[src/rtl/pdm_audio_tx_if.sv]
// PCM sample handshake into the PDM transmitter.
interface pdm_audio_tx_if #(parameter int SAMPLE_W = 16) ();
  logic [SAMPLE_W-1:0] pcm_data;
  logic                pcm_valid;
  logic                pcm_ready;

  modport master (output pcm_data, output pcm_valid, input pcm_ready);
  modport slave  (input pcm_data, input pcm_valid, output pcm_ready);
endinterface

[src/rtl/pdm_audio_tx.sv]
// PCM-to-PDM transmitter for the mono amplifier: 2-entry sample buffer, bit divider, delta-sigma modulator.
// Define PDM_TX_ORDER2_EN to build the second-order modulator instead of the first-order accumulator.
module pdm_audio_tx #(
  parameter int SAMPLE_W = 16,
  parameter int CLK_DIV  = 32,
  parameter int OSR      = 64
) (
  input  logic          i_clk,
  input  logic          i_rst,
  input  logic          i_en,
  pdm_audio_tx_if.slave pcm,
  output logic          o_anout,
  output logic          o_ampSD,
  output logic          o_bit_tick,
  output logic          o_underrun
);
  localparam int DIV_W = $clog2(CLK_DIV);
  localparam int BIT_W = $clog2(OSR);

  logic [DIV_W-1:0]           r_div_cnt;
  logic [BIT_W-1:0]           r_bit_cnt;
  logic [SAMPLE_W-1:0]        r_mem [2];
  logic                       r_wr_ptr, r_rd_ptr;
  logic [1:0]                 r_count;
  logic signed [SAMPLE_W-1:0] r_cur;
  logic                       r_ready, r_anout, r_ampsd, r_underrun;

  logic       w_tick, w_bound, w_push, w_pop;
  logic [1:0] w_count_nxt;

  assign w_tick  = i_en & (r_div_cnt == DIV_W'(CLK_DIV - 1));
  assign w_bound = w_tick & (r_bit_cnt == BIT_W'(OSR - 1));
  assign w_push  = pcm.pcm_valid & r_ready;
  assign w_pop   = w_bound & (r_count != 2'd0);

  always_comb begin
    w_count_nxt = r_count;
    if (w_push && !w_pop)      w_count_nxt = r_count + 2'd1;
    else if (!w_push && w_pop) w_count_nxt = r_count - 2'd1;
  end

`ifdef PDM_TX_ORDER2_EN
  localparam int IW = SAMPLE_W + 4;
  localparam logic signed [IW+1:0] SMAX = {3'b000, {(IW-1){1'b1}}};
  localparam logic signed [IW+1:0] SMIN = {3'b111, {(IW-1){1'b0}}};
  localparam logic signed [IW+1:0] FB   = {{(IW+2-SAMPLE_W){1'b0}}, 1'b1, {(SAMPLE_W-1){1'b0}}};

  logic signed [IW-1:0] r_i1, r_i2, w_i1_nxt, w_i2_nxt;
  logic signed [IW+1:0] w_fb, w_s1, w_s2;

  function automatic logic signed [IW-1:0] sat(input logic signed [IW+1:0] v);
    if (v > SMAX) return SMAX[IW-1:0];
    if (v < SMIN) return SMIN[IW-1:0];
    return v[IW-1:0];
  endfunction

  // Two guard bits hold the unsaturated sums; i2 integrates the pre-update i1.
  always_comb begin
    w_fb     = r_anout ? FB : -FB;
    w_s1     = (IW+2)'(r_i1) + (IW+2)'(r_cur) - w_fb;
    w_s2     = (IW+2)'(r_i2) + (IW+2)'(r_i1) - w_fb;
    w_i1_nxt = sat(w_s1);
    w_i2_nxt = sat(w_s2);
  end
`else
  logic [SAMPLE_W-1:0] r_acc, w_u;
  logic [SAMPLE_W:0]   w_sum;

  // Offset binary: adding 2^(SAMPLE_W-1) is just an MSB flip.
  assign w_u   = r_cur ^ {1'b1, {(SAMPLE_W-1){1'b0}}};
  assign w_sum = {1'b0, r_acc} + {1'b0, w_u};
`endif

  always_ff @(posedge i_clk) begin
    if (i_rst || !i_en) begin
      r_div_cnt <= '0;
      r_bit_cnt <= '0;
      r_wr_ptr  <= 1'b0;
      r_rd_ptr  <= 1'b0;
      r_count   <= 2'd0;
      r_cur     <= '0;
      r_ready   <= 1'b0;
      r_anout   <= 1'b0;
`ifdef PDM_TX_ORDER2_EN
      r_i1      <= '0;
      r_i2      <= '0;
`else
      r_acc     <= '0;
`endif
    end else begin
      r_div_cnt <= w_tick ? '0 : r_div_cnt + 1'b1;
      r_count   <= w_count_nxt;
      r_ready   <= (w_count_nxt < 2'd2);
      if (w_push) begin
        r_mem[r_wr_ptr] <= pcm.pcm_data;
        r_wr_ptr        <= ~r_wr_ptr;
      end
      if (w_pop) begin
        r_cur    <= r_mem[r_rd_ptr];
        r_rd_ptr <= ~r_rd_ptr;
      end
      if (w_tick) begin
        r_bit_cnt <= w_bound ? '0 : r_bit_cnt + 1'b1;
`ifdef PDM_TX_ORDER2_EN
        r_i1    <= w_i1_nxt;
        r_i2    <= w_i2_nxt;
        r_anout <= ~w_i2_nxt[IW-1];
`else
        r_acc   <= w_sum[SAMPLE_W-1:0];
        r_anout <= w_sum[SAMPLE_W];
`endif
      end
    end
  end

  always_ff @(posedge i_clk) begin
    if (i_rst) begin
      r_ampsd    <= 1'b0;
      r_underrun <= 1'b0;
    end else begin
      r_ampsd    <= i_en;
      r_underrun <= r_underrun | (w_bound & (r_count == 2'd0));
    end
  end

  assign pcm.pcm_ready = r_ready;
  assign o_anout       = r_anout;
  assign o_ampSD       = r_ampsd;
  assign o_bit_tick    = w_tick;
  assign o_underrun    = r_underrun;
endmodule

[src/flat_wrapper.sv]
// flat-port wrapper written by rule: the top's interface ports become plain ports
module pdm_audio_tx_flat 
#(
  parameter int SAMPLE_W = 16,
  parameter int CLK_DIV  = 32,
  parameter int OSR      = 64
)
  (i_clk, i_rst, i_en, o_anout, o_ampSD, o_bit_tick, o_underrun, pcm_pcm_data, pcm_pcm_valid, pcm_pcm_ready);
  pdm_audio_tx_if #(.SAMPLE_W(SAMPLE_W)) pcm_i ();
  input  logic i_clk;
  input  logic i_rst;
  input  logic i_en;
  output logic o_anout;
  output logic o_ampSD;
  output logic o_bit_tick;
  output logic o_underrun;
  input wire logic [$bits(pcm_i.pcm_data)-1:0] pcm_pcm_data;
  input wire logic [$bits(pcm_i.pcm_valid)-1:0] pcm_pcm_valid;
  output wire logic [$bits(pcm_i.pcm_ready)-1:0] pcm_pcm_ready;
  assign pcm_i.pcm_data = pcm_pcm_data;
  assign pcm_i.pcm_valid = pcm_pcm_valid;
  assign pcm_pcm_ready = pcm_i.pcm_ready;
  pdm_audio_tx #(.SAMPLE_W(SAMPLE_W), .CLK_DIV(CLK_DIV), .OSR(OSR)) u_core (.i_clk(i_clk), .i_rst(i_rst), .i_en(i_en), .pcm(pcm_i), .o_anout(o_anout), .o_ampSD(o_ampSD), .o_bit_tick(o_bit_tick), .o_underrun(o_underrun));
endmodule
[config.mk]
export PLATFORM = sky130hd
export DESIGN_NAME = pdm_audio_tx_flat
export DESIGN_NICKNAME = d
export VERILOG_FILES = /design/src/rtl/pdm_audio_tx_if.sv /design/src/rtl/pdm_audio_tx.sv /design/src/flat_wrapper.sv
export SDC_FILE = /design/constraint.sdc
export NUM_CORES = 1
export LEC_CHECK = 0
export ABC_AREA = 0
export CAP_MARGIN = 20
export CORE_MARGIN = 2
export CORE_UTILIZATION = 40
export DETAILED_ROUTE_END_ITERATION = 10
export GPL_TIMING_DRIVEN = 0
export SYNTH_ARGS = -nofsm -noshare
export SYNTH_HDL_FRONTEND = slang
export SYNTH_SLANG_ARGS = --single-unit
[constraint.sdc]
create_clock -name i_clk -period 3.2 [get_ports i_clk]
set_input_delay 0.48 -clock i_clk [delete_from_list [all_inputs] [get_ports i_clk]]
set_output_delay 0.48 -clock i_clk [all_outputs]
set_load 0.01 [all_outputs]
* Word level (Yosys, flattened, before mapping)
Memories as Yosys holds them, arrays and structs flattened. A register that Yosys moved wholly into a read port is not among the register bits.
Index checks and enable logic that the tools add are counted.
W data, S select, Z words.
** Cells by class
- $add $sub $neg :: 5
- Magnitude comparators :: 1
- Equality and inequality tests :: 2
- Multiplexer cells :: 6
- Bitwise logic cells :: 9
- Reductions and logical operators :: 9
** Operators by type and width (number)
- $add A16 B16 Y17 :: 1
- $add A6 B1 Y6 const B :: 1
- $eq A6 B6 Y1 const B :: 1
- $mux W6 :: 1
- $add A5 B1 Y5 const B :: 1
- $and A1 B1 Y1 :: 5
- $eq A5 B5 Y1 const B :: 1
- $mux W2 :: 2
- $logic_not A1 Y1 :: 3
- $mux W1 :: 3
- $not A1 Y1 :: 3
- $add A2 B1 Y2 const B :: 1
- $logic_and A1 B1 Y1 :: 2
- $logic_not A2 Y1 :: 1
- $lt A2 B2 Y1 const B :: 1
- $reduce_bool A2 Y1 :: 1
- $reduce_or A2 Y1 :: 1
- $sub A2 B1 Y2 const B :: 1
- $logic_or A1 B1 Y1 :: 1
- $or A1 B1 Y1 :: 1
** Word-level totals
- Bits in registers :: 35
- Bits in writable memories :: 32
- Output and inout port bits :: 5
- Logic and storage cells :: 43
- Memories :: 1
** Memories
- u_core.r_mem :: depth 2, bits a word 16, read ports 1, clocked after memory_dff 1, wr ports 1, RTL line pdm_audio_tx.sv:22 : logic [SAMPLE_W-1:0] r_mem [2];

* Logic depth before layout (Yosys ltp)
- Word-level depth :: 8
- Depth in mapped cells :: 15
- Gate-level depth less buffers :: 13

* Worst setup path before layout
No wires, ideal clock.
- Kind :: reg2reg
- Start :: reg u_core.r_div_cnt[0]
- End :: reg with a tool-made name
- Setup time :: 0.086 ns
- Arrival time :: 2.544 ns
- Data required time :: 3.114 ns
- Setup slack :: 0.571 ns
- Cell stages (with the launch flop) :: 16
- Buffers on the path :: 2
- Period minus slack after synthesis :: 2.629 ns
- Path through :: dfxtp_1 > ha_1 > and3_1 > ha_1 > buf_4 > nand2_1 > inv_2 > and4_1 > nand3_1 > nor2_4 > buf_2 > inv_1 > ha_1 > nor3b_1 > a211oi_1 > a211oi_1
** RTL lines
- start: declaration :: RTL line pdm_audio_tx.sv:20 : logic [DIV_W-1:0] r_div_cnt;
- start signal: assignment :: RTL line pdm_audio_tx.sv:91 : r_div_cnt <= w_tick ? '0 : r_div_cnt + 1'b1;

==> run summary <==
Outcome - finished, final reports clean
Area of the multi-input gates - 0.00167 mm^2
Final hold viol count - 0
Initial Util - 41.1%
Largest net degree at the start of global routing - 17
Nets@finish - 435
Number of I/O pins - 25
Mean post-synth cell area - 10.7 um^2
Vias - 2711
Max IR drop VDD - 0.000203 V
Final HPWL DP - 5540 um
Syn. warnings - 0
Synth unique cells - 42
EDFF count, synth - 32
Antenna violations before repair - 0
Num Clock Sinks - 83
Flops & latches, synth - 83
Post-synthesis sequential area ratio - 52.4%
# hold bufs at CTS - 0
CP Launch Type - flip-flop
Clock-pin slew on the worst setup and hold paths - 0.09 ns
Fillers - 894
Synth top area share - 27.0%
Synth top cells by count - dfxtp_1 (51), nor2_1 (37), edfxtp_1 (32), a211oi_1 (23), mux2i_1 (23)
Combined flip-flop and latch cell area - 0.00198 mm^2
Worst Path Class, Setup - flip-flop to flip-flop
Unrepaired setup endpoints after global routing - no
Final setup viols - 0
Ranking of synthesized cells by area - dfxtp_1 (27%), edfxtp_1 (25%), ha_1 (7.3%), mux2i_1 (6.1%), a211oi_1 (4.6%)
WP data required - 3.47 ns
GRT overflow - 0
Tightest Pin Transition - 0.742 ns
MaxCap Viol Count - 0
Share of layout cells above drive strength 1 - 7.56%
Slew headroom - 50.5%
Period utilisation layout - 90.8%
Primary FF master, synth - dfxtp_1
Worst Setup End Kind - flip-flop
Final ANT Viol Nets - 0
Max Root-Sink Buffers - 2
Slew Limit Fails - 0
Final Skew - 0.00769 ns
Final min period - 2.90 ns
Post-Syn Nets - 398
Placed Cells - 491
First-pass GRT wire length - 12900 um
Post-Syn Instances - 355
Area Overhead vs Synth - 15.6%
Post-Syn Area - 0.00378 mm^2
Yosys top cell by area - dfxtp_1
Post-synth ARST share - 0%
Clock buffer count from CTS - 9
WL/cell - 15.0 um
Post-Layout Cell Count - 508
N_diodes - 0
Count leader, synth - dfxtp_1
Vias per Instance - 5.34
CP max FO - 10
Port Buffer Count - 24
Pwr dens - 422 mW/mm^2
H-tree depth - 3
Initial DRC count - 125
Pleak - 1.54 nW
Die extent in y - 101 um
Overall routed net length - 7610 um
Worst skew pair latency - 0.35 ns
Gp weighted congestion - 0.896
Hold Path Class - flip-flop to flip-flop
CTS tree - done
DIE AREA - 0.0102 mm^2
Setup TNS - 0 ns
Gr usage total - 16.1%
Core Rows - 35
Drt drc - 0
Root Driver - clkbuf_8
Chip width - 101 um
Drt pass-1 iters - 4
Fmax - 0.344 GHz
Vias in the first global route - 2715
CORE AREA - 0.00920 mm^2
WP data arrival - 3.18 ns
-- placed cells by master (no fill, tap or decap), types with 4 or more instances in the layout --
cell type / Yosys / layout
dfxtp_1: 51 / 51
nor2_1: 37 / 37
edfxtp_1: 32 / 32
clkdlybuf4s50_1: 0 / 24
mux2i_1: 23 / 23
a211oi_1: 23 / 23
ha_1: 22 / 22
a21oi_1: 20 / 20
o21ai_0: 18 / 18
nand2_1: 16 / 16
inv_1: 13 / 13
clkbuf_1: 11 / 12
nand3_1: 11 / 11
xnor2_1: 11 / 11
clkbuf_8: 0 / 9
nor3_1: 9 / 8
and3_1: 6 / 6
xor2_1: 6 / 6
nand4_1: 5 / 5
buf_4: 3 / 4
o211ai_1: 4 / 4
-- final cells by class --
cell class | count | area share, %
Buffer | 19 | 2.06
Clock buffer | 10 | 2.92
Clock inverter | 6 | 1.12
Inverter | 14 | 1.26
Multi-Input combinational cell | 239 | 38.2
Sequential cell | 83 | 45.3
Tap cell | 111 | 3.18
Timing Repair Buffer | 26 | 5.92
-- report_power, final --
| part | leakage (nW) | switching (mW) | internal, mW |
|---|---|---|---|
| sequential | 0.700 | 0.00214 | 1.10 |
| combinational | 0.758 | 0.0276 | 0.0291 |
| clock | 0.0795 | 0.396 | 0.289 |
| total | 1.54 | 0.426 | 1.42 |
-- state kept, by name, summed over array words and instances, names as in the netlist, named ones only --
register	count
u_core.r_acc	16
u_core.pcm.pcm_ready	1
u_core.r_rd_ptr	1
u_core.o_anout	1
u_core.r_div_cnt	5
u_core.o_underrun	1
u_core.r_mem	32
u_core.r_bit_cnt	6
u_core.r_wr_ptr	1
u_core.r_cur	16
u_core.r_count	1
u_core.o_ampSD	1
-- cell families (layout without fill, tap and decap cells) --
family                     count (synthesis)  count (layout)  share of synthesized area, %
and+or+nand+nor                           95              95                          12.0
DFF                                       83              83                          52.4
AOI/OAI and AO/OA                         81              81                          14.1
buffers and inverters                     33              75                          3.70
adders and majority gates                 23              23                          7.81
muxes                                     23              23                          6.09
xor gates and xnor gates                  17              17                          3.94
-- critical path: stages, from the launching register on --
cell      delay, ns
dfxtp_1        0.36
ha_1           0.18
and3_1         0.16
ha_1           0.14
buf_4          0.17
nand2_1        0.14
inv_4          0.14
and4_1         0.28
nand3_1        0.18
nor2_4         0.15
clkbuf_4       0.22
inv_1          0.06
ha_1           0.26
nor3b_2        0.18
a211oi_1       0.07
a211oi_1       0.15
-- worst paths after layout --
kind	cells after the start	slack (ns)	end	start
worst max-delay path	15	0.30	flip-flop	u_core.r_div_cnt[0]
worst min-delay path	1	0.46	u_core.r_div_cnt[0]	u_core.r_div_cnt[0]
worst max register to register	15	0.30	flip-flop	u_core.r_div_cnt[0]
worst min register to register	1	0.46	u_core.r_div_cnt[0]	u_core.r_div_cnt[0]
-- through the flow --
step                setup slack [ns]  total power [mW]  hold WS (ns)  utilization (%)  instance area [um^2]
CTS                           0.0430              1.87         0.461             47.3                  4350
finish                         0.295              1.84         0.459             47.5                  4370
floorplan                      0.571              1.15         0.428                -                  3780
detailed placement           -0.0536              1.18         0.449             45.4                  4180
global route                  0.0239              1.93         0.483             47.5                  4370
global placement              -0.613              1.18         0.448             45.3                  4160
-- routing by layer --
layer  up-vias  GRT usage, %  wire, um
met1      1281          21.8      3720
met4         0          5.61        91
met5         -             0         0
li1       1377             -         -
met2        47          25.4      3520
met3         6          3.73       274
-- what timing repair did --
action                     4_1_cts  5_1_grt
resized for setup                0        3
buffers inserted                 0        1
setup endpoints to repair        0        3
Power figures use the tool's default switching activity.
